`src/rtl/dmem_arbiter_pkg.sv`:
```
// Shared definitions for the data-memory arbiter: widths, maskmode codes
// and the arbitration state encoding.
package dmem_arbiter_pkg;

  localparam int DATA_WIDTH = 32;
  localparam int NUM_REQ    = 2;

  // The data memory decodes the same maskmode values.
  localparam logic [1:0] MASK_BYTE = 2'b00;
  localparam logic [1:0] MASK_HALF = 2'b01;
  localparam logic [1:0] MASK_WORD = 2'b10;

  typedef enum logic [1:0] {
    ARB_IDLE  = 2'b00,
    ARB_LOCK0 = 2'b01,
    ARB_LOCK1 = 2'b10
  } arb_state_t;

endpackage

```
`src/rtl/dmem_arbiter_if.sv`:
```
// Bundle of both requester ports and the data-memory port around the arbiter.
// The slave view belongs to the arbiter; the master view to requesters and memory.
interface dmem_arbiter_if;
  import dmem_arbiter_pkg::*;

  logic                  req0, req1;
  logic                  lock0, lock1;
  logic                  we0, we1;
  logic [1:0]            mask0, mask1;
  logic                  sext0, sext1;
  logic [DATA_WIDTH-1:0] addr0, addr1;
  logic [DATA_WIDTH-1:0] wdata0, wdata1;
  logic                  gnt0, gnt1;
  logic                  rvalid0, rvalid1;
  logic [DATA_WIDTH-1:0] rdata0, rdata1;

  logic                  mem_write, mem_read;
  logic [1:0]            mem_maskmode;
  logic                  mem_sext;
  logic [DATA_WIDTH-1:0] mem_address, mem_write_data;
  logic [DATA_WIDTH-1:0] mem_read_data;

  modport slave (
    input  req0, req1, lock0, lock1, we0, we1, mask0, mask1,
           sext0, sext1, addr0, addr1, wdata0, wdata1, mem_read_data,
    output gnt0, gnt1, rvalid0, rvalid1, rdata0, rdata1,
           mem_write, mem_read, mem_maskmode, mem_sext,
           mem_address, mem_write_data
  );

  modport master (
    output req0, req1, lock0, lock1, we0, we1, mask0, mask1,
           sext0, sext1, addr0, addr1, wdata0, wdata1, mem_read_data,
    input  gnt0, gnt1, rvalid0, rvalid1, rdata0, rdata1,
           mem_write, mem_read, mem_maskmode, mem_sext,
           mem_address, mem_write_data
  );

endinterface

```
`src/rtl/rr_arb2.sv`:
```
// Two-way round-robin pick: a lone requester wins, a tie goes to the port
// that did not win last. win is the winning port index.
module rr_arb2 (
  input  logic req0,
  input  logic req1,
  input  logic last,
  output logic win
);

  assign win = (req0 && req1) ? ~last : req1;

endmodule

```
`src/rtl/dmem_arbiter.sv`:
```
// Shares one data memory between the CPU port (0) and the DMA port (1) with
// round-robin fairness and a lock for atomic multi-access sequences.
module dmem_arbiter
  import dmem_arbiter_pkg::*;
(
  input  logic           clk,
  input  logic           rst_n,
  dmem_arbiter_if.slave  bus
);

  arb_state_t            state_q, state_d;
  logic                  last_q, last_d;
  logic                  win;
  logic                  gnt0, gnt1;
  logic                  mem_write, mem_read;
  logic [1:0]            mem_maskmode;
  logic                  mem_sext;
  logic [DATA_WIDTH-1:0] mem_address, mem_write_data;
  logic                  rvalid0_q, rvalid1_q;
  logic [DATA_WIDTH-1:0] rdata0_q, rdata1_q;

  rr_arb2 u_rr_arb2 (
    .req0 (bus.req0),
    .req1 (bus.req1),
    .last (last_q),
    .win  (win)
  );

  // Reset leaves port 1 as last winner so port 0 takes the first tie.
  always_ff @(posedge clk or negedge rst_n) begin
    if (!rst_n) begin
      state_q <= ARB_IDLE;
      last_q  <= 1'b1;
    end else begin
      state_q <= state_d;
      last_q  <= last_d;
    end
  end

  always_comb begin
    state_d = state_q;
    last_d  = last_q;
    if (gnt0) last_d = 1'b0;
    if (gnt1) last_d = 1'b1;
    case (state_q)
      ARB_IDLE: begin
        if (gnt0 && bus.lock0)      state_d = ARB_LOCK0;
        else if (gnt1 && bus.lock1) state_d = ARB_LOCK1;
      end
      ARB_LOCK0: if (gnt0 && !bus.lock0) state_d = ARB_IDLE;
      ARB_LOCK1: if (gnt1 && !bus.lock1) state_d = ARB_IDLE;
      default:   state_d = ARB_IDLE;
    endcase
  end

  // A locked owner with no request simply keeps the bus idle; there is no timeout.
  always_comb begin
    gnt0           = 1'b0;
    gnt1           = 1'b0;
    mem_write      = 1'b0;
    mem_read       = 1'b0;
    mem_maskmode   = 2'b00;
    mem_sext       = 1'b0;
    mem_address    = '0;
    mem_write_data = '0;
    if (rst_n) begin
      case (state_q)
        ARB_IDLE: begin
          if (bus.req0 || bus.req1) begin
            gnt0 = ~win;
            gnt1 = win;
          end
        end
        ARB_LOCK0: gnt0 = bus.req0;
        ARB_LOCK1: gnt1 = bus.req1;
        default: ;
      endcase
    end
    if (gnt0) begin
      mem_write      = bus.we0;
      mem_read       = ~bus.we0;
      mem_maskmode   = bus.mask0;
      mem_sext       = bus.sext0;
      mem_address    = bus.addr0;
      mem_write_data = bus.wdata0;
    end else if (gnt1) begin
      mem_write      = bus.we1;
      mem_read       = ~bus.we1;
      mem_maskmode   = bus.mask1;
      mem_sext       = bus.sext1;
      mem_address    = bus.addr1;
      mem_write_data = bus.wdata1;
    end
  end

  // Load data is captured at the edge closing the grant cycle; rdata holds otherwise.
  always_ff @(posedge clk or negedge rst_n) begin
    if (!rst_n) begin
      rvalid0_q <= 1'b0;
      rvalid1_q <= 1'b0;
      rdata0_q  <= '0;
      rdata1_q  <= '0;
    end else begin
      rvalid0_q <= gnt0 && !bus.we0;
      rvalid1_q <= gnt1 && !bus.we1;
      if (gnt0 && !bus.we0) rdata0_q <= bus.mem_read_data;
      if (gnt1 && !bus.we1) rdata1_q <= bus.mem_read_data;
    end
  end

  assign bus.gnt0           = gnt0;
  assign bus.gnt1           = gnt1;
  assign bus.rvalid0        = rvalid0_q;
  assign bus.rvalid1        = rvalid1_q;
  assign bus.rdata0         = rdata0_q;
  assign bus.rdata1         = rdata1_q;
  assign bus.mem_write      = mem_write;
  assign bus.mem_read       = mem_read;
  assign bus.mem_maskmode   = mem_maskmode;
  assign bus.mem_sext       = mem_sext;
  assign bus.mem_address    = mem_address;
  assign bus.mem_write_data = mem_write_data;

endmodule

```
`src/flat_wrapper.sv`:
```
// flat-port wrapper written by rule: the top's interface ports become plain ports
module dmem_arbiter_flat import dmem_arbiter_pkg::*;
  (clk, rst_n, bus_req0, bus_req1, bus_lock0, bus_lock1, bus_we0, bus_we1, bus_mask0, bus_mask1, bus_sext0, bus_sext1, bus_addr0, bus_addr1, bus_wdata0, bus_wdata1, bus_mem_read_data, bus_gnt0, bus_gnt1, bus_rvalid0, bus_rvalid1, bus_rdata0, bus_rdata1, bus_mem_write, bus_mem_read, bus_mem_maskmode, bus_mem_sext, bus_mem_address, bus_mem_write_data);
  dmem_arbiter_if bus_i ();
  input  logic clk;
  input  logic rst_n;
  input wire logic [$bits(bus_i.req0)-1:0] bus_req0;
  input wire logic [$bits(bus_i.req1)-1:0] bus_req1;
  input wire logic [$bits(bus_i.lock0)-1:0] bus_lock0;
  input wire logic [$bits(bus_i.lock1)-1:0] bus_lock1;
  input wire logic [$bits(bus_i.we0)-1:0] bus_we0;
  input wire logic [$bits(bus_i.we1)-1:0] bus_we1;
  input wire logic [$bits(bus_i.mask0)-1:0] bus_mask0;
  input wire logic [$bits(bus_i.mask1)-1:0] bus_mask1;
  input wire logic [$bits(bus_i.sext0)-1:0] bus_sext0;
  input wire logic [$bits(bus_i.sext1)-1:0] bus_sext1;
  input wire logic [$bits(bus_i.addr0)-1:0] bus_addr0;
  input wire logic [$bits(bus_i.addr1)-1:0] bus_addr1;
  input wire logic [$bits(bus_i.wdata0)-1:0] bus_wdata0;
  input wire logic [$bits(bus_i.wdata1)-1:0] bus_wdata1;
  input wire logic [$bits(bus_i.mem_read_data)-1:0] bus_mem_read_data;
  output wire logic [$bits(bus_i.gnt0)-1:0] bus_gnt0;
  output wire logic [$bits(bus_i.gnt1)-1:0] bus_gnt1;
  output wire logic [$bits(bus_i.rvalid0)-1:0] bus_rvalid0;
  output wire logic [$bits(bus_i.rvalid1)-1:0] bus_rvalid1;
  output wire logic [$bits(bus_i.rdata0)-1:0] bus_rdata0;
  output wire logic [$bits(bus_i.rdata1)-1:0] bus_rdata1;
  output wire logic [$bits(bus_i.mem_write)-1:0] bus_mem_write;
  output wire logic [$bits(bus_i.mem_read)-1:0] bus_mem_read;
  output wire logic [$bits(bus_i.mem_maskmode)-1:0] bus_mem_maskmode;
  output wire logic [$bits(bus_i.mem_sext)-1:0] bus_mem_sext;
  output wire logic [$bits(bus_i.mem_address)-1:0] bus_mem_address;
  output wire logic [$bits(bus_i.mem_write_data)-1:0] bus_mem_write_data;
  assign bus_i.req0 = bus_req0;
  assign bus_i.req1 = bus_req1;
  assign bus_i.lock0 = bus_lock0;
  assign bus_i.lock1 = bus_lock1;
  assign bus_i.we0 = bus_we0;
  assign bus_i.we1 = bus_we1;
  assign bus_i.mask0 = bus_mask0;
  assign bus_i.mask1 = bus_mask1;
  assign bus_i.sext0 = bus_sext0;
  assign bus_i.sext1 = bus_sext1;
  assign bus_i.addr0 = bus_addr0;
  assign bus_i.addr1 = bus_addr1;
  assign bus_i.wdata0 = bus_wdata0;
  assign bus_i.wdata1 = bus_wdata1;
  assign bus_i.mem_read_data = bus_mem_read_data;
  assign bus_gnt0 = bus_i.gnt0;
  assign bus_gnt1 = bus_i.gnt1;
  assign bus_rvalid0 = bus_i.rvalid0;
  assign bus_rvalid1 = bus_i.rvalid1;
  assign bus_rdata0 = bus_i.rdata0;
  assign bus_rdata1 = bus_i.rdata1;
  assign bus_mem_write = bus_i.mem_write;
  assign bus_mem_read = bus_i.mem_read;
  assign bus_mem_maskmode = bus_i.mem_maskmode;
  assign bus_mem_sext = bus_i.mem_sext;
  assign bus_mem_address = bus_i.mem_address;
  assign bus_mem_write_data = bus_i.mem_write_data;
  dmem_arbiter u_core (.clk(clk), .rst_n(rst_n), .bus(bus_i));
endmodule
```
`config.mk`:
```
export PLATFORM = sky130hd
export DESIGN_NAME = dmem_arbiter_flat
export DESIGN_NICKNAME = d
export VERILOG_FILES = /design/src/rtl/dmem_arbiter_pkg.sv /design/src/rtl/dmem_arbiter_if.sv /design/src/rtl/rr_arb2.sv /design/src/rtl/dmem_arbiter.sv /design/src/flat_wrapper.sv
export SDC_FILE = /design/constraint.sdc
export NUM_CORES = 1
export LEC_CHECK = 0
export CAP_MARGIN = 10
export CORE_AREA = 2 2 120 122
export DETAILED_ROUTE_END_ITERATION = 12
export DIE_AREA = 0 0 122 124
export PLACE_DENSITY = 0.76
export SLEW_MARGIN = 20
export SYNTH_ARGS = -nofsm -noshare
export SYNTH_HDL_FRONTEND = slang
export SYNTH_SLANG_ARGS = --single-unit
export TNS_END_PERCENT = 5
```
`constraint.sdc`:
```
create_clock -name clk -period 6.7 [get_ports clk]
set_clock_uncertainty 0.1 [all_clocks]
set_input_delay 2.01 -clock clk [delete_from_list [all_inputs] [get_ports clk]]
set_output_delay 2.01 -clock clk [all_outputs]
set_load 0.01 [all_outputs]
```
---- Word-level counts from Yosys, hierarchy flattened ----
Cells that the tools add are included.
storage, ports and cells
  bits in registers ....................... 69
  bits of input ports ..................... 174
  output and inout port bits .............. 137
  logic and storage cells ................. 56
operators by class
  equality and inequality tests ........... 5
  multiplexer cells ....................... 26
  bitwise logic cells ..................... 4
  reductions and logical operators ........ 15
operators by type and width
  operator                                                                  count
  32-bit two-way mux                                                        4
  1-bit two-way mux                                                         13
  2-bit two-way mux                                                         6
  1-bit logical AND                                                         7
  2-bit case mux with 3 select lines                                        1
  1-bit zero test                                                           4
  2-bit by 1-bit inequality test with 1-bit output (second input constant)  2
  1-bit NOT                                                                 4
  1-bit case mux with 2 select lines                                        2
  3-bit by 1-bit inequality test with 1-bit output (second input constant)  1
  3-bit AND reduction                                                       1
  2-bit by 1-bit equality test with 1-bit output (second input constant)    1
  2-bit equality test (second input constant)                               1
  2-bit zero test                                                           1
  2-bit nonzero test                                                        1
  1-bit logical OR                                                          1

---- Logic depth before layout (Yosys ltp) ----
  word-level depth ........................ 9
  depth in mapped cells ................... 5
  mapped depth without buffers ............ 4

---- Cells and area by module ----
From an unflattened synthesis, not the netlist that was laid out.
second synthesis, totals
  cells, all modules ...................... 246
  area, all modules ....................... 3,452.1 µm²
by module, submodules not included
  module        instances  cells an instance  area an instance (µm²)  seq. area each (µm²)
  dmem_arbiter  1          245                3,440.8                 1,727.9
  rr_arb2       1          1                  11.3                    0.0

---- Worst setup path before layout ----
OpenSTA, ideal clock, no wires.
  kind .................................... in2out
  start point ............................. in bus_req1
  end point ............................... out bus_mem_write_data[12]
  arrival ................................. 3,016 ps
  required time ........................... 4,590 ps
  setup slack ............................. 1,574 ps
  cell stages on the path ................. 5
  path buffers ............................ 2
  cell sequence ........................... or3b_1 > nor3b_4 > buf_6 > buf_6 > a22o_1
between the ends
  longest elaborated chain between the ends .. 7
ends and longest elaborated chain
  what                                                                     RTL line                                RTL
  from (decl)                                                              flat_wrapper.sv:8                       input wire logic [$bits(bus_i.req1)-1:0] bus_req1;
  1-bit logical AND                                                        rr_arb2.sv:10                           assign win = (req0 && req1) ? ~last : req1;
  1-bit two-way mux                                                        rr_arb2.sv:10
  1-bit two-way mux or 1-bit NOT (tied branches)                           dmem_arbiter.sv:69, dmem_arbiter.sv:70
  1-bit case mux with 2 select lines or 1-bit two-way mux (tied branches)  dmem_arbiter.sv:67, dmem_arbiter.sv:69
  1-bit two-way mux or 1-bit case mux with 2 select lines (tied branches)  dmem_arbiter.sv:66, dmem_arbiter.sv:67
  32-bit two-way mux or 1-bit two-way mux (tied branches)                  dmem_arbiter.sv:86, dmem_arbiter.sv:66
  32-bit two-way mux (*)                                                   dmem_arbiter.sv:79                      if (gnt0) begin
  to (decl)                                                                flat_wrapper.sv:33                      output wire logic [$bits(bus_i.mem_write_data)-1:0] bus_mem_write_data;
Every way passes the cells marked *; elsewhere a longest branch is shown, timed or not.

---- Worst setup path in the final report ----
  start point ............................. in bus_req0
  end point ............................... out bus_mem_write_data[27]
between the ends
  longest elaborated chain between the ends .. 7
ends and longest elaborated chain
  what                                                                     RTL line                                RTL
  from (decl)                                                              flat_wrapper.sv:7                       input wire logic [$bits(bus_i.req0)-1:0] bus_req0;
  1-bit logical AND                                                        rr_arb2.sv:10
  1-bit two-way mux                                                        rr_arb2.sv:10
  1-bit two-way mux or 1-bit NOT (tied branches)                           dmem_arbiter.sv:69, dmem_arbiter.sv:70
  1-bit case mux with 2 select lines or 1-bit two-way mux (tied branches)  dmem_arbiter.sv:67, dmem_arbiter.sv:69
  1-bit two-way mux or 1-bit case mux with 2 select lines (tied branches)  dmem_arbiter.sv:66, dmem_arbiter.sv:67
  32-bit two-way mux or 1-bit two-way mux (tied branches)                  dmem_arbiter.sv:86, dmem_arbiter.sv:66
  32-bit two-way mux (*)                                                   dmem_arbiter.sv:79
Marks and branches as above.

==> results.toml <==
[run_status]
status = "complete, no violations"

[critical_path]
crit_family = "buffers and inverters"
r2r_end = "u_core.bus.rdata1[30]$_DFFE_PN0P_"
crit_top_cell = "clkdlybuf4s50_1"
slowest_stage = "clkdlybuf4s50_1"
cpPeakStageDelay_ns = 0.60
crit_type = "in -> out"
worstSetupEndpointType = "output port"
r2r.worst_path.cells = 5
cp_cell_sequence = "clkdlybuf4s50_1 -> nand2_1 -> nor3b_4 -> buf_12 -> a22o_1 -> clkdlybuf4s50_1"
cp.required_ns = 4.59
cp.arrival_ns = 4.24
cp_max_fo = 65
critPathLaunchType = "input port"
crit_buf_inv = 3
reg2reg_from = "u_core.state_q[0]$_DFFE_PN0P_"
ff2ff_setup_slack_ns = 4.65

[grt]
grt_max_degree = 70
grt.total_usage_pct = 18.9
grtUsageMet2_pct = 31.6
grt_pass1_vias = 3503
met1_usage_pct = 22.0
grtUsageMet3_pct = 6.27
top_usage_layer = "met2"
antenna_found_initial = 4
gr-total-overflow = 0
grt_pass1_wl_mm = 21.0

[synth]
synth.distinct_cells = 21
synth_edf_count = 0
synthesis.nets = 417
synth-seq-cells = 69
avgSynthCellArea_um2 = 13.6
ys_seq_area_share_pct = 52.3
async_flop_share_pct = 100
syn_inst = 243
yosys_warnings = 0
netlist_area_um2 = 3300
synth_ff_type = "dfrtp_1"

[timing]
finalSetupTns_ns = 0
fmax_mhz = 157
rsz0062_at_grt = "false"
maxSlewHeadroom_pct = 45.6
finalSetupViolCount = 0
fin_crit_ns = 6.35
finalMaxSlewViolations = 0
tightest_slew_ns = 0.816
post-route-period-util_pct = 94.8
final_hold_viol_count = 0

[cts]
cts_hold_buf = 0
clock_sinks = 69
cts_root_buf = "clkbuf_16"
cts.repair.resized = 0
clk_latency_ns = 0.32
clock_path_buffers = 2
numCtsBuffers = 9
cts_setup_buffers = 0
cts-htree-levels = 3
cts_tree = "built"
clk_pin_slew_ns = 0.06

[drt]
viasPerCell = 4.68
avgRoutedWirePerCell_um = 20.9
drc = 0
vias = 3448
drt_wl_total_mm = 15.4
drtIter0Drc = 154
dr.pass1.iters = 4
route.antenna.remaining_nets = 0

[placement]
place_congestion = 0.795
io_buffers = 310
placed_cell_area_um2 = 6590
dp.cells = 719
dp_hpwl_mm = 12.9

[pwr]
p_total_w = 0.00241
p_leak_nw = 2.76
vdd_drop_max_v = 0.000246
p_per_area_nw_per_um2 = 350

[finish]
nets = 724
seqCellArea_um2 = 1730
stdcell_area_um2 = 6880
drive_gt1_share_pct = 16.8
final_core_utilization_pct = 50.2
multi_input_area_um2 = 1470
area_growth_pct = 108
fillers = 1207
fin_cells = 737

[floorplan]
core_um2 = 13700
ios = 311
die_area_um2 = 15100
dieWidth_um = 122
initial_utilization_pct = 24.1
die_h_um = 124
rows = 43

[worst_hold_path]
hold_path_class = "reg -> reg"
whs_endpoint = "u_core.bus.rdata0[27]$_DFFE_PN0P_"
holdCritStartpoint = "u_core.bus.rdata0[27]$_DFFE_PN0P_"
hold_depth = 1

[run]
max_cap_violations = 0
-- power breakdown --
part / leakage (nW) / switching (W) / internal (W)
Clock: 0.140 / 0.000173 / 0.000273
Sequential: 0.828 / 0.000119 / 0.000625
Combinational: 1.79 / 0.000448 / 0.000772
Total: 2.76 / 0.000740 / 0.00167
-- sequential cells by signal, indices dropped and copies added, names as in the netlist --
name                cells
u_core.bus.rdata1      32
u_core.last_q           1
u_core.bus.rvalid0      1
u_core.bus.rdata0      32
u_core.state_q          2
u_core.bus.rvalid1      1
-- worst max-delay path by stage --
| stage | depth (start not counted) | start | end | slack (ns) |
|---|---|---|---|---|
| global placement | 6 | bus_req1 | bus_mem_write_data[27] | 0.39 |
| detailed placement | 6 | bus_req0 | bus_mem_write_data[27] | 0.34 |
| global route | 6 | bus_req0 | bus_mem_write_data[27] | 0.21 |
| finish | 6 | bus_req0 | bus_mem_write_data[27] | 0.35 |
| CTS | 6 | bus_req0 | bus_mem_write_data[27] | 0.34 |
| floorplan | 5 | bus_req1 | bus_mem_write_data[12] | 1.57 |
-- layout make-up --
class | count | share of cell area [%]
flip-flops and latches | 69 | 25.1
clock buffers | 12 | 3.73
well taps | 180 | 3.27
clock inverters | 4 | 0.436
diodes | 2 | 0.0727
inverters | 2 | 0.109
repair buffers | 315 | 45.9
multi-input cells | 153 | 21.3
-- cells in the final DEF (no fill, tap or decap) --
cell type / synthesis / routed
inv_6: 0 / 2
nor3b_4: 1 / 2
clkdlybuf4s50_1: 0 / 309
clkbuf_16: 0 / 9
clkbuf_8: 0 / 2
a22o_1: 68 / 68
o21ai_0: 1 / 1
clkinvlp_4: 0 / 1
nand2_2: 1 / 1
mux2_2: 64 / 64
and4bb_2: 2 / 2
buf_2: 11 / 1
buf_4: 2 / 3
diode_2: 0 / 2
dfstp_2: 1 / 1
inv_2: 2 / 2
clkinv_2: 0 / 1
nor3_1: 2 / 2
nor2_1: 2 / 2
a31oi_1: 2 / 2
or3b_1: 1 / 1
clkbuf_1: 4 / 1
dfrtp_1: 68 / 68
buf_12: 0 / 2
nand2b_1: 2 / 2
nand2_1: 5 / 5
nand3b_1: 1 / 1
-- worst reg2reg max path, cell delays in order (launching register included) --
cell	delay [ns]
dfrtp_1	0.44
and4bb_2	0.31
nand2_1	0.05
buf_4	0.19
inv_2	0.44
mux2_2	0.42
-- layer usage --
metal	share of wire (%)	up-vias
met5	0.085	-
li1	-	1554
met4	2.7	2
met3	9.0	26
met2	51	175
met1	37	1691
-- cells by family (layout without fill, tap and decap cells) --
family,count (synthesis),count (layout),share of synthesized area [%]
flops,69,69,52.3
compound gates,71,71,18.6
buf+inv,21,333,3.48
mux,64,64,21.8
simple gates,18,18,3.86
other cells,0,2,0
-- synthesized netlist by cell type, drive strengths merged (2+ instances only) --
cell | n | area share (%)
a22o | 68 | 18
a31oi | 2 | 0.38
and4bb | 2 | 0.76
buf | 15 | 2.8
clkbuf | 4 | 0.45
dfrtp | 68 | 51
inv | 2 | 0.23
mux2 | 64 | 22
nand2 | 6 | 0.76
nand2b | 2 | 0.38
nor2 | 2 | 0.23
nor3 | 2 | 0.30
nor3b | 2 | 0.95
-- through the flow --
step / setup slack (ns) / hold slack (ns)
global placement: 0.390 / 0.388
finish: 0.347 / 0.401
detailed placement: 0.341 / 0.391
floorplan: 1.57 / 0.379
global route: 0.207 / 0.418
CTS: 0.336 / 0.404
Note: power is estimated with default switching activity, not from simulation.
